==> src/rtl/alu_pkg.sv <==
// Shared definitions for the sequential ALU: op-code values, op width and
// the controller state encoding.
package alu_pkg;

   localparam int OP_W = 4;

   localparam logic [OP_W-1:0] ALU_ADD  = 4'd0;
   localparam logic [OP_W-1:0] ALU_SUB  = 4'd1;
   localparam logic [OP_W-1:0] ALU_OR   = 4'd2;
   localparam logic [OP_W-1:0] ALU_AND  = 4'd3;
   localparam logic [OP_W-1:0] ALU_XOR  = 4'd4;
   localparam logic [OP_W-1:0] ALU_NOR  = 4'd5;
   localparam logic [OP_W-1:0] ALU_SLT  = 4'd6;
   localparam logic [OP_W-1:0] ALU_SLTU = 4'd7;
   localparam logic [OP_W-1:0] ALU_SLL  = 4'd8;
   localparam logic [OP_W-1:0] ALU_SRL  = 4'd9;
   localparam logic [OP_W-1:0] ALU_SRA  = 4'd10;
   localparam logic [OP_W-1:0] ALU_MUL  = 4'd11;

   typedef enum logic {
      ST_IDLE = 1'b0,
      ST_MUL  = 1'b1
   } state_t;

   // Codes above MUL have no operation assigned to them.
   function automatic logic op_is_legal(input logic [OP_W-1:0] code);
      return code <= ALU_MUL;
   endfunction

endpackage

==> src/rtl/seq_alu_mul.sv <==
// Iterative shift-add unsigned multiplier. One multiplier bit is consumed per
// step; after WIDTH steps {acc, multiplier} holds the full 2*WIDTH product.
// The next-step product is exported so the top can register it on the last step.
module seq_alu_mul #(
   parameter int WIDTH = 32,
   parameter int CW    = $clog2(WIDTH) + 1
) (
   input  logic             clk,
   input  logic             rst,
   input  logic             load,
   input  logic             step,
   input  logic [WIDTH-1:0] a,
   input  logic [WIDTH-1:0] b,
   output logic             last,
   output logic [WIDTH-1:0] prod_hi_next,
   output logic [WIDTH-1:0] prod_lo_next
);

   logic [WIDTH-1:0] acc;
   logic [WIDTH-1:0] multiplicand;
   logic [WIDTH-1:0] multiplier;
   logic [CW-1:0]    count;
   logic [WIDTH:0]   partial;

   // Add the multiplicand when the current multiplier bit is set, then shift
   // the whole {acc, multiplier} pair right by one, keeping the carry.
   always_comb begin
      partial      = {1'b0, acc} + (multiplier[0] ? {1'b0, multiplicand} : '0);
      prod_hi_next = partial[WIDTH:1];
      prod_lo_next = {partial[0], multiplier[WIDTH-1:1]};
      last         = (count == CW'(1));
   end

   // Capture operands on load, otherwise advance one bit per step.
   always_ff @(posedge clk) begin
      if (rst) begin
         acc          <= '0;
         multiplicand <= '0;
         multiplier   <= '0;
         count        <= '0;
      end else if (load) begin
         acc          <= '0;
         multiplicand <= a;
         multiplier   <= b;
         count        <= CW'(WIDTH);
      end else if (step) begin
         acc          <= prod_hi_next;
         multiplier   <= prod_lo_next;
         count        <= count - CW'(1);
      end
   end

endmodule

==> src/rtl/seq_alu.sv <==
// Registered ALU with start/done handshake. Single-cycle ops complete on the
// accepting edge; MUL runs through the iterative multiplier for WIDTH edges.
module seq_alu
   import alu_pkg::*;
#(
   parameter int WIDTH = 32,
   parameter int SHW   = $clog2(WIDTH)
) (
   input  logic             clk,
   input  logic             rst,
   input  logic             start,
   input  logic [OP_W-1:0]  op,
   input  logic [WIDTH-1:0] a,
   input  logic [WIDTH-1:0] b,
   output logic             busy,
   output logic             done,
   output logic [WIDTH-1:0] result,
   output logic [WIDTH-1:0] result_hi,
   output logic             zero,
   output logic             overflow,
   output logic             illegal
);

   state_t           state;
   state_t           state_next;
   logic             mul_load;
   logic             mul_step;
   logic             mul_last;
   logic             mul_finish;
   logic             alu_fire;
   logic [WIDTH-1:0] mul_hi;
   logic [WIDTH-1:0] mul_lo;
   logic [WIDTH-1:0] alu_res;
   logic             alu_ovf;
   logic             alu_ill;
   logic [WIDTH-1:0] add_res;
   logic [WIDTH-1:0] sub_res;
   logic [WIDTH-1:0] b_neg;
   logic [SHW-1:0]   shamt;

   seq_alu_mul #(.WIDTH(WIDTH)) u_mul (
      .clk          (clk),
      .rst          (rst),
      .load         (mul_load),
      .step         (mul_step),
      .a            (a),
      .b            (b),
      .last         (mul_last),
      .prod_hi_next (mul_hi),
      .prod_lo_next (mul_lo)
   );

   // State register; reset aborts any multiply in flight.
   always_ff @(posedge clk) begin
      if (rst) state <= ST_IDLE;
      else     state <= state_next;
   end

   // Next state: only a MUL request leaves IDLE, the last step returns.
   always_comb begin
      state_next = state;
      case (state)
         ST_IDLE: if (start && op == ALU_MUL) state_next = ST_MUL;
         ST_MUL:  if (mul_last)               state_next = ST_IDLE;
         default: state_next = ST_IDLE;
      endcase
   end

   // Control outputs: start is only looked at while idle, so no queueing.
   always_comb begin
      busy       = (state == ST_MUL);
      mul_load   = (state == ST_IDLE) && start && (op == ALU_MUL);
      alu_fire   = (state == ST_IDLE) && start && (op != ALU_MUL);
      mul_step   = (state == ST_MUL);
      mul_finish = (state == ST_MUL) && mul_last;
   end

   // Single-cycle operation mux and signed-overflow detection.
   always_comb begin
      add_res = a + b;
      sub_res = a - b;
      b_neg   = ~b + WIDTH'(1);
      shamt   = b[SHW-1:0];
      alu_res = '0;
      alu_ovf = 1'b0;
      alu_ill = !op_is_legal(op);
      case (op)
         ALU_ADD: begin
            alu_res = add_res;
            alu_ovf = (a[WIDTH-1] == b[WIDTH-1]) && (add_res[WIDTH-1] != a[WIDTH-1]);
         end
         ALU_SUB: begin
            alu_res = sub_res;
            alu_ovf = (a[WIDTH-1] == b_neg[WIDTH-1]) && (sub_res[WIDTH-1] != a[WIDTH-1]);
         end
         ALU_OR:   alu_res = a | b;
         ALU_AND:  alu_res = a & b;
         ALU_XOR:  alu_res = a ^ b;
         ALU_NOR:  alu_res = ~(a | b);
         ALU_SLT:  alu_res = {{(WIDTH-1){1'b0}}, $signed(a) < $signed(b)};
         ALU_SLTU: alu_res = {{(WIDTH-1){1'b0}}, a < b};
         ALU_SLL:  alu_res = a << shamt;
         ALU_SRL:  alu_res = a >> shamt;
         ALU_SRA:  alu_res = WIDTH'($signed(a) >>> shamt);
         default:  alu_res = '0;
      endcase
   end

   // Output registers: written only on completion, otherwise they hold.
   // done and illegal are one-cycle pulses.
   always_ff @(posedge clk) begin
      if (rst) begin
         done      <= 1'b0;
         illegal   <= 1'b0;
         result    <= '0;
         result_hi <= '0;
         zero      <= 1'b0;
         overflow  <= 1'b0;
      end else begin
         done    <= 1'b0;
         illegal <= 1'b0;
         if (alu_fire) begin
            done      <= 1'b1;
            illegal   <= alu_ill;
            result    <= alu_res;
            result_hi <= '0;
            zero      <= (alu_res == '0);
            overflow  <= alu_ovf;
         end else if (mul_finish) begin
            done      <= 1'b1;
            result    <= mul_lo;
            result_hi <= mul_hi;
            zero      <= (mul_lo == '0);
            overflow  <= 1'b0;
         end
      end
   end

endmodule

==> config.mk <==
export PLATFORM = sky130hd
export DESIGN_NAME = seq_alu
export DESIGN_NICKNAME = d
export VERILOG_FILES = /design/src/rtl/alu_pkg.sv /design/src/rtl/seq_alu_mul.sv /design/src/rtl/seq_alu.sv
export SDC_FILE = /design/constraint.sdc
export NUM_CORES = 1
export LEC_CHECK = 0
export CORE_AREA = 2 2 228 230
export DETAILED_ROUTE_END_ITERATION = 7
export DIE_AREA = 0 0 230 232
export PLACE_DENSITY = 0.63
export REMOVE_ABC_BUFFERS = 1
export SYNTH_ARGS = -nofsm -noshare
export SYNTH_HDL_FRONTEND = slang
export SYNTH_SLANG_ARGS = --single-unit
==> constraint.sdc <==
create_clock -name clk -period 4.9 [get_ports clk]
set_input_delay 0.98 -clock clk [delete_from_list [all_inputs] [get_ports clk]]
set_output_delay 0.98 -clock clk [all_outputs]
set_load 0.005 [all_outputs]
Word-level counts from Yosys, hierarchy flattened
Cells that the tools add are included.
{ "totals": {"register_bits": 171, "in_bits": 71, "output_inout_bits": 69, "wordCells": 81} }
{ "classes": {"addsub": 5, "magnitude_cmp": 3, "eq_ne": 17, "n_shift": 3, "n_mux": 18, "bitwise": 7, "n_reduce_logical": 16} }
{ "op_table": {"columns": ["op", "count"], "rows": [
  ["32-bit one-hot mux with 11 select lines", 1],
  ["32-bit 2-to-1 mux", 5],
  ["32-bit logical NOT", 2],
  ["32-bit less-than comparator", 2],
  ["32-bit NOT", 2],
  ["32-bit by 33-bit adder with 33-bit output", 1],
  ["32-bit by 1-bit adder with 32-bit output (second input constant)", 1],
  ["32-bit adder", 1],
  ["32-bit AND", 1],
  ["32-bit bitwise OR", 1],
  ["32-bit by 5-bit left shift with 32-bit output", 1],
  ["32-bit by 5-bit >> shifter with 32-bit output", 1],
  ["32-bit by 5-bit >>> shifter with 32-bit output", 1],
  ["32-bit subtractor", 1],
  ["32-bit XOR", 1],
  ["4-bit by 3-bit equality test with 1-bit output (second input constant)", 4],
  ["4-bit equality test (second input constant)", 4],
  ["6-bit 2-to-1 mux", 2],
  ["4-bit by 2-bit equality test with 1-bit output (second input constant)", 2],
  ["1-bit 2-to-1 mux", 8],
  ["1-bit logical AND", 7],
  ["6-bit by 1-bit equality test with 1-bit output (second input constant)", 1],
  ["2-bit OR reduction", 3],
  ["6-bit by 1-bit subtractor with 6-bit output (second input constant)", 1],
  ["other kinds (10)", 15]
]} }

Logic depth before layout (Yosys ltp)
{ "depth": {"depth_word": 6, "depth_mapped": 17, "ltp_nobuf": 15} }

Cells and area by module
Synthesis repeated with hierarchy kept, for this count alone.
{ "hier_totals": {"cells_unflattened": 2541, "hier_area_um2": 19548.7} }
{ "modules_own_cells": {"columns": ["module", "instances", "cells_each", "area_each_um2", "seq_area_each_um2"], "rows": [
  ["seq_alu", 1, 1815, 13412.9, 1381.3],
  ["seq_alu_mul", 1, 726, 6135.9, 2042.0]
]} }

Least setup slack after synthesis
Ideal clock, no wire load.
{ "synth_timing": {"path_type": "in2reg", "start": "in b[2]", "end": "reg result[29]", "setup_ns": 0.142, "t_arrival_ns": 4.543, "required_time_ns": 4.758, "path_slack_ns": 0.216, "path_stages": 17, "path_buffers": 4, "cell_sequence": "buf_2 inv_1 clkbuf_1 clkbuf_1 ha_1 clkbuf_1 nand2b_1 o211ai_1 a211oi_2 o21bai_1 a2111o_1 a21o_1 o31ai_4 a221oi_2 a2111oi_2 o21a_1 a311oi_1"} }
{ "synth_via": {"elab_chain_len": 3, "elab_cells_between_ends": 7, "classes_between": "2 x add/sub; 3 x shift; 2 x mux"} }
{ "synth_rtl": {"columns": ["item", "line_no", "text"], "rows": [
  ["from (decl)", "seq_alu.sv:14", "input logic [WIDTH-1:0] b,"],
  ["32-bit subtractor, or another cell as far along", "seq_alu.sv:81", "sub_res = a - b;"],
  ["32-bit one-hot mux with 11 select lines *", "seq_alu.sv:87", "case (op)"],
  ["32-bit 2-to-1 mux *", "seq_alu.sv:122", "if (alu_fire) begin"],
  ["to (signal assigned)", "seq_alu.sv:125", "result <= alu_res;"],
  ["to (signal assigned)", "seq_alu.sv:131", "result <= mul_lo;"],
  ["to (decl)", "seq_alu.sv:17", "output logic [WIDTH-1:0] result,"]
]} }
Mark *: on every way between the ends. The rest lies on a longest branch, timed or not.
A chain may end at the register's enable or synchronous reset.

Worst setup path after layout
{ "layout_timing": {"start": "in a[1]", "end": "reg zero"} }
{ "layout_via": {"elab_chain_len": 5, "elab_cells_between_ends": 14, "classes_between": "2 x add/sub; 2 x order compare; 3 x shift; 2 x mux; 4 x bitwise; 1 x reduce/logical"} }
{ "layout_rtl": {"columns": ["item", "line_no", "text"], "rows": [
  ["from (decl)", "seq_alu.sv:13", "input logic [WIDTH-1:0] a,"],
  ["parallel branches: the longest is 2 deep, another holds 32-bit subtractor", null, null],
  ["32-bit one-hot mux with 11 select lines *", "seq_alu.sv:87", null],
  ["32-bit logical NOT *", "seq_alu.sv:127", "zero <= (alu_res == '0);"],
  ["1-bit 2-to-1 mux *", "seq_alu.sv:122", null],
  ["to (signal assigned)", "seq_alu.sv:127", null],
  ["to (signal assigned)", "seq_alu.sv:133", "zero <= (mul_lo == '0);"],
  ["to (decl)", "seq_alu.sv:19", "output logic zero,"]
]} }
Every way passes the cells marked *.

==> results.cfg <==
[drt]
wl_met2_microns = 40300
routed_via_density = 6.11
vias = 20900
dr.pass1.iters = 5
antenna_left = 0
wl_per_cell_microns = 25.6
wl_met1_microns = 36700
route.detailed.drc = 0
dr.first_iter.drc_count = 2229
wl_met3_microns = 6690
routed_wl_microns = 87700
highest_layer = met5

[die]
core_sq_um = 50900
die_x_microns = 230
die-area_sq_um = 53400
ios = 140
rows = 83
die_h_microns = 232
initial_core_util_pct = 35.8

[finish]
diodes = 0
fin_util_pct = 45.4
layout-drive-gt1-share_pct = 19.2
nNetsFinal = 2947
fillers = 5208
area_delta_synth_final_pct = 26.8

[grt]
grt_pass1_vias = 20100
grt_pass1_wl_microns = 130000
grt_usage_pct = 32.3
antenna_found_initial = 6
grt_start_max_net_pins = 68
overflow = 0

[timing]
timing.fmax_mhz = 209
setup_viol = 0
worst_pin_slew_ns = 1.44
drv_slew = 0
rsz0062_at_grt = false
finalCritPeriodShare_pct = 97.8
setup_tns_ns = 0
relSlewSlack_pct = 3.50
skew_ns = 0.0252
hold_viol_final = 0
period_minus_slack_ns = 4.79

[logic_synthesis]
async_flop_share_pct = 0
yosysWarnings = 0
yosys_register_bits = 171
synth-simple-area-share_pct = 21.6
avgSynthCellArea_sq_um = 7.54
muxShareOfSynthArea_pct = 12.8
synth_compound_area_share_pct = 27.9
synth_flop_cell = dfxtp_1
synth_xor_xnor_area_share_pct = 2.07
syn_inst = 2415
yosys.area_share.adder_pct = 9.81
seq_area_frac_synth_pct = 18.8
syn_area_sq_um = 18200
synth_common_cells = 321 x nand2_1, 231 x a21oi_1, 215 x nor2_1, 171 x dfxtp_1, 146 x clkbuf_1
yosysUniqueCellTypes = 96
synth.top_cell.area_share_pct = 18.8
synth.most_common_cell = nand2_1
yosysTopAreaCell = dfxtp_1
synth_edf_count = 0
yosys-top-cells-area = dfxtp_1 19%, ha_1 9.5%, mux4_2 7.9%
synth_top_family_by_area = compound AO/OA/AOI/OAI gates

[worst_setup_path]
endpoint_kind = flip-flop
cp-start-kind = primary input
crit_top_cell = buf_4
cp_max_fo = 5
slowest_stage = clkdlybuf4s50_1
slowest_delay_ns = 0.49
critPathRequiredTime_ns = 5.32
crit_arrival_ns = 5.22
path_cells = clkdlybuf4s50_1 > buf_4 > fa_1 > a211oi_1 > o21ai_1 > a21oi_1 > o31a_1 > or4_1 > buf_4 > a21oi_1 > a2111oi_1 > o2111ai_1 > nor4_1 > buf_4 > nand4_1 > o21ai_1
path_class = primary input to flip-flop

[clock_tree]
clock_sinks = 171
cts_buffers = 17
cts_setup_buffers = 0
clk_latency_ns = 0.51
cts-htree-levels = 4
cts_tree = done
cts.clk_slew.worst_paths_ns = 0.07
clock_path_buffers = 2
root_buffer = clkbuf_16

[placed_design]
dp_hpwl_microns = 69500
gp_congestion = 1.04
port_buffers = 139

[min_path]
min_path_type = flip-flop to flip-flop

[power_and_ir_drop]
p_per_area_nw_per_um2 = 205
p_leak_uw = 0.00930
irDropWorstVdd_mv = 0.189

[flow_run]
drv_cap = 0

[status]
outcome = completed
-- layer usage --
metal  vias up  GRT usage (%)
met3       182           4.54
met1     10200           42.4
met4         4           14.4
met2      1021           52.7
met5         -              0
li1       9531              -
-- critical path, delay by kind of cell --
| kind | cells | cell delay, ns |
|---|---|---|
| AOI/OAI and AO/OA | 8 | 2.25 |
| adders and majority gates | 1 | 0.47 |
| buffers and inverters | 4 | 0.98 |
| and+or+nand+nor | 3 | 0.54 |
-- final timing paths --
path | start | end | slack [ns] | depth (start not counted)
setup / recovery | a[1] | zero | 0.11 | 16
hold / removal | u_mul.multiplicand[28] | u_mul.multiplicand[28] | 0.45 | 2
setup reg to reg | u_mul.multiplier[0] | result_hi[30] | 0.71 | 13
hold reg to reg | u_mul.multiplicand[28] | u_mul.multiplicand[28] | 0.45 | 2
-- cell families after synthesis --
| logic type | Yosys count |
|---|---|
| simple gates | 844 |
| flops | 171 |
| compound gates | 753 |
| buf+inv | 314 |
| fa+ha+maj | 141 |
| mux | 149 |
| xor+xnor | 43 |
-- layout make-up --
class,instances,area [sq um],area share [%]
inverters,114,428,1.85
repair buffers,501,4260,18.4
clock buffers,19,433,1.87
well taps,680,851,3.68
flip-flops and latches,171,3430,14.8
multi-input cells,1930,13600,58.7
clock inverters,13,133,0.574
-- power by group --
part | internal (uW) | leakage [uW] | switching [uW]
Clock | 713 | 0.000274 | 701
Sequential | 1420 | 0.00139 | 24.5
Combinational | 795 | 0.00764 | 1070
Total | 2930 | 0.00930 | 1800
-- cells in the final DEF, fill, tap and decap left out, types with 16 or more instances in the layout --
master and count:
clkbuf_16 17, ha_1 138, clkdlybuf4s50_1 133, and2_1 42, nand2_1 321, and3_1 24
a221oi_1 18, inv_1 110, a22oi_1 60, a21oi_1 231, o211ai_1 33, o21bai_1 20
nand4_1 24, xnor2_1 29, nor4_1 27, buf_4 350, o221ai_1 16, nor2_1 213
a211oi_1 50, a21o_1 34, nor3_1 47, nand2b_1 21, nor2b_1 29, mux2_2 19
mux4_2 64, dfxtp_1 170, mux2i_1 64, o21ai_0 100, nand3_1 39
-- per-stage QoR --
step | hold WS (ns) | setup slack (ns) | total power [uW] | std cells | cell area (sq um)
final | 0.450 | 0.107 | 4730 | 3428 | 23100
after global placement | 0.439 | -0.347 | 3290 | 3396 | 22500
after global routing | 0.471 | 0.00356 | 4900 | 3428 | 23100
after detailed placement | 0.442 | -0.277 | 3290 | 3396 | 22500
after floorplan | 0.426 | -0.964 | 2280 | 2215 | 17400
after CTS | 0.451 | 0.210 | 4710 | 3428 | 23100
-- registers in the layout, indices dropped and copies added (netlist names) --
signal	cells
u_mul.count	6
done	1
zero	1
u_mul.acc	32
u_mul.multiplier	32
result_hi	32
result	32
overflow	1
u_mul.multiplicand	32
busy	1
illegal	1
-- repair_timing --
action                                  in CTS  in global routing
endpoints found under the setup margin       0                  1
hold buffers                                 0                  0
gates resized for setup                      0                  1
Note: power is estimated with default switching activity, not from simulation.
